[config.mk]
export PLATFORM = sky130hd
export DESIGN_NAME = rv32_hazard_ctrl
export DESIGN_NICKNAME = d
export VERILOG_FILES = /design/src/rtl/rv32_hazard_ctrl.sv
export SDC_FILE = /design/constraint.sdc
export NUM_CORES = 1
export LEC_CHECK = 0
export CAP_MARGIN = 10
export CELL_PAD_IN_SITES_DETAIL_PLACEMENT = 2
export CELL_PAD_IN_SITES_GLOBAL_PLACEMENT = 2
export CORE_MARGIN = 8
export CORE_UTILIZATION = 13
export CTS_CLUSTER_SIZE = 40
export DETAILED_ROUTE_END_ITERATION = 10
export PLACE_DENSITY_LB_ADDON = 0.1
export SETUP_SLACK_MARGIN = 0.05
export SYNTH_ARGS = -nofsm -noshare
export SYNTH_HDL_FRONTEND = slang
export SYNTH_SLANG_ARGS = --single-unit
[constraint.sdc]
create_clock -name clk_i -period 1.74 [get_ports clk_i]
set_clock_uncertainty 0.05 [all_clocks]
set_input_delay 0.174 -clock clk_i [delete_from_list [all_inputs] [get_ports clk_i]]
set_output_delay 0.174 -clock clk_i [all_outputs]
set_load 0.02 [all_outputs]
[src/rtl/rv32_hazard_ctrl.sv]
// RV32 hazard unit: forwarding, load-use/structural/dependency stalls, redirect flush.
// Define HAZARD_SCOREBOARD_EN for a per-register busy scoreboard on multi-cycle ops.
module rv32_hazard_ctrl #(
  parameter int FETCH_STAGES = 2,
  parameter int MC_DEPTH     = 2
) (
  input  logic       clk_i,
  input  logic       rst_n_i,
  input  logic [4:0] rs1_d_i,
  input  logic [4:0] rs2_d_i,
  input  logic [4:0] rd_d_i,
  input  logic       mc_op_d_i,
  input  logic [4:0] rs1_e_i,
  input  logic [4:0] rs2_e_i,
  input  logic [4:0] rd_e_i,
  input  logic       result_src_e_b0_i,
  input  logic       pc_src_e_i,
  input  logic       mc_issue_e_i,
  input  logic [4:0] rd_m_i,
  input  logic [4:0] rd_w_i,
  input  logic       reg_write_m_i,
  input  logic       reg_write_w_i,
  input  logic       mc_done_i,
  input  logic [4:0] mc_rd_i,
  output logic       stall_f_o,
  output logic       stall_d_o,
  output logic       flush_d_o,
  output logic       flush_e_o,
  output logic [1:0] forward_ae_o,
  output logic [1:0] forward_be_o
);

  localparam int CW = $clog2(MC_DEPTH + 1);
  localparam int FW = (FETCH_STAGES > 1) ? $clog2(FETCH_STAGES) : 1;
  localparam logic [FW-1:0] FL_LOAD = FW'(FETCH_STAGES - 1);
  localparam logic [CW:0] MC_LIM = (CW+1)'(MC_DEPTH);

  logic [CW-1:0] cnt_q;
  logic [CW:0]   cnt_sum;
  logic [FW-1:0] fl_q;
  logic          mc_dec;
  logic          load_stall;
  logic          struct_stall;
  logic          dep_stall;
  logic          hz_stall;
  logic          hz_live;

  function automatic logic [1:0] fwd_sel(
    input logic [4:0] rs
  );
    logic [1:0] sel;
    sel = 2'b00;
    if (rs != 5'd0 && reg_write_m_i && rs == rd_m_i)
      sel = 2'b10;
    else if (rs != 5'd0 && reg_write_w_i && rs == rd_w_i)
      sel = 2'b01;
    return sel;
  endfunction

  assign forward_ae_o = fwd_sel(rs1_e_i);
  assign forward_be_o = fwd_sel(rs2_e_i);

  assign load_stall = result_src_e_b0_i
                    & (rd_e_i != 5'd0)
                    & ((rs1_d_i == rd_e_i)
                     | (rs2_d_i == rd_e_i));

  // A done with nothing outstanding is spurious and dropped.
  assign mc_dec = mc_done_i & (cnt_q != '0);

  always_ff @(posedge clk_i or negedge rst_n_i) begin
    if (!rst_n_i)
      cnt_q <= '0;
    else if (mc_issue_e_i && !mc_dec)
      cnt_q <= cnt_q + 1'b1;
    else if (!mc_issue_e_i && mc_dec)
      cnt_q <= cnt_q - 1'b1;
  end

  assign cnt_sum = {1'b0, cnt_q}
                 + {{CW{1'b0}}, mc_issue_e_i};
  assign struct_stall = mc_op_d_i
                      & (cnt_sum >= MC_LIM);

  always_ff @(posedge clk_i or negedge rst_n_i) begin
    if (!rst_n_i)
      fl_q <= '0;
    else if (pc_src_e_i)
      fl_q <= FL_LOAD;
    else if (fl_q != '0)
      fl_q <= fl_q - 1'b1;
  end

`ifdef HAZARD_SCOREBOARD_EN
  logic [31:0] busy_q;
  logic [31:0] busy_d;
  logic [31:0] busy_v;
  logic [31:0] set_v;
  logic [31:0] clr_v;

  always_comb begin
    set_v = '0;
    clr_v = '0;
    if (mc_issue_e_i && rd_e_i != 5'd0)
      set_v[rd_e_i] = 1'b1;
    if (mc_done_i)
      clr_v[mc_rd_i] = 1'b1;
    busy_v    = busy_q | set_v;
    busy_d    = (busy_q & ~clr_v) | set_v;
    busy_d[0] = 1'b0;
  end

  always_ff @(posedge clk_i or negedge rst_n_i) begin
    if (!rst_n_i)
      busy_q <= '0;
    else
      busy_q <= busy_d;
  end

  assign dep_stall = busy_v[rs1_d_i]
                   | busy_v[rs2_d_i]
                   | busy_v[rd_d_i];
`else
  logic unused_sb;
  assign unused_sb = ^{rd_d_i, mc_rd_i};
  // No per-register tracking: decode waits for every outstanding op.
  assign dep_stall = mc_issue_e_i | (cnt_q != '0);
`endif

  assign flush_d_o = pc_src_e_i | (fl_q != '0);
  assign hz_stall  = load_stall | struct_stall | dep_stall;
  assign hz_live   = hz_stall & ~flush_d_o;
  assign stall_f_o = hz_live;
  assign stall_d_o = hz_live;
  assign flush_e_o = pc_src_e_i | hz_live;

endmodule

==> results.md <==
* Initial Util at 0.136
* Syn Nets at 123
* Largest net degree at the start of global routing at 4
* RSZ-0062 raised after global routing: true
* Drt first pass iters at 2
* Relative slew slack at 0.809
* Worst path arrival time at 1510 ps
* Worst Setup End Kind: output pin
* First-pass GRT wire length at 4600 um
* Minimum clock period at 1740 ps
* Drt wl/cell at 14.3 um
* Fin. max-slew vios at 0
* CORE AREA at 4380 um^2
* VDD IR max at 0.428 mV
* Fill count at 496
* CTS tree: yes
* Most common cell after layout, fill and taps aside: buf_4
* Initial DRC count at 5
* Max cap viols at 0
* # rows at 24
* Netlist cell types at 18
* Share of layout cells above drive strength 1 at 0.408
* Worst-Skew Late Latency at 210 ps
* Fin crit share at 0.998
* Most frequent cells in the layout: buf_4, xnor2_1, xor2_1, clkdlybuf4s50_1, dlygate4sd2_1
* WP data required at 1520 ps
* Post-DP HPWL at 2590 um
* Inserted Diodes at 0
* Die Wd at 83.8 um
* Fmax at 576 MHz
* Tightest Hold Check Type: in -> async
* Final Setup Violations at 0
* Vias in the first global route at 918
* Setup CP Type: in -> out
* Final WL at 2850 um
* Vias after detailed routing at 773
* H-tree depth at 1
* Die Area at 7010 um^2
* Worst Tran Pin Value at 284 ps
* Crit path launch type: input port
* I/O pin cnt at 62
* Area Overhead vs Synth at 141%
* Sequential share of the synthesized area at 0.126
* Drt drc at 0
* PD cells at 504 nW/um^2
* Warnings, synthesis at 0
* Clock Sinks at 3
* Num CTS Buffers at 3
* Clk buf depth at 2
* Nets at 203
* Status: finished clean
* Synthesized instance count at 68
* Root buf cell: clkbuf_8
* Buffers on Ports at 50
* Mapped cell area at 597 um^2
* Post-route ant nets at 0
* Leak Pwr at 0.000631 uW
* R2R depth at 5
* Initial antenna violation count at 0
* Grt total ovfl at 0
* Design Power at 725 uW
* Worst Path Max Fanout at 2
* Vias per inst at 3.88
* GRT Total Usage at 0.0777
* Hold Vio Cnt, Final at 0
* RePlAce Congestion at 0.699
* Die Span Y at 83.8 um
* Clock-pin slew on the worst setup and hold paths at 30 ps
* Syn_area_per_cell at 8.78 um^2
* Post-synthesis register bit count at 3
* Core Util, Final at 0.328
## metrics by stage
stage	area, um^2	instances	setup WS (ps)	TNS, ps	hold WS [ps]
after global placement	1330	191	-708	-4450	317
after global routing	1440	199	-63.2	-65.4	105
after CTS	1380	197	-49.6	-95.6	95.2
after floorplan	611	68	63.7	0	-172
after detailed placement	1330	191	-758	-4630	314
final	1440	199	3.98	0	96.7
## what timing repair did
action,in CTS,in global routing
endpoints found under the hold margin,0,0
pin swaps,17,19
resized for setup,93,14
buffers inserted,2,2
setup endpoints to repair,8,7
hold buffers,0,0
## layer usage
| layer | vias up | routed length (um) | GRT usage |
|---|---|---|---|
| met5 | - | 0 | 0 |
| met4 | 0 | 0 | 0.0141 |
| met3 | 0 | 119 | 0.0146 |
| met2 | 16 | 1670 | 0.152 |
| met1 | 362 | 1060 | 0.0833 |
| li1 | 395 | - | - |
## power by group
group	leakage, uW	total, uW	switching [uW]	internal (uW)
Combinational	0.000573	411	180	232
Sequential	0.0000350	116	18.1	97.9
Clock	0.0000228	198	42.3	156
## logic make-up (layout without fill, tap and decap cells)
family / Yosys count / count (layout) / synth area share
xor+xnor: 33 / 33 / 0.484
simple gates: 25 / 25 / 0.304
compound gates: 5 / 5 / 0.0524
flops: 3 / 3 / 0.126
fa+ha+maj: 1 / 1 / 0.0210
buf+inv: 1 / 80 / 0.0126
## state kept, by name, summed over array words and instances, names as in the netlist
name,count
cnt_q,2
fl_q,1
## path summary, 6_finish.rpt
path | startpoint | endpoint | slack, ps
worst max-delay path | rs2_e_i[1] | forward_be_o[0] | 4
worst min-delay path | rst_n_i | cnt_q[1] | 100
worst max register to register | cnt_q[0] | cnt_q[1] | 290
worst min register to register | cnt_q[1] | cnt_q[1] | 450
max in group asynchronous | rst_n_i | fl_q | 1400
min in group clk_i | cnt_q[1] | cnt_q[1] | 450
## synth_stat cells, drive strengths merged
cell    n  area share
a22oi   1       0.013
buf     1       0.013
dfrtp   3        0.13
ha      1       0.021
nand2   2       0.013
nand4   4       0.042
nor2    7       0.069
nor3    3       0.025
nor4    4       0.084
o21ai   2       0.017
o22ai   1       0.010
o31ai   1       0.013
or2     2       0.021
or4     3       0.050
xnor2  17        0.25
xor2   16        0.23
## layout make-up
class | count | area [um^2] | share of cell area
multi-input cells | 64 | 583 | 0.405
clock buffers | 4 | 45.0 | 0.0313
well taps | 52 | 65.1 | 0.0452
flip-flops and latches | 3 | 75.1 | 0.0522
repair buffers | 76 | 671 | 0.466
## worst max-delay path: stages
cell and delay [ps]:
buf_6 90, or4_4 540, nor2_4 110, nor4_2 60, buf_4 140, nor4_4 230, buf_4 170
Note: power is estimated with default switching activity, not from simulation.
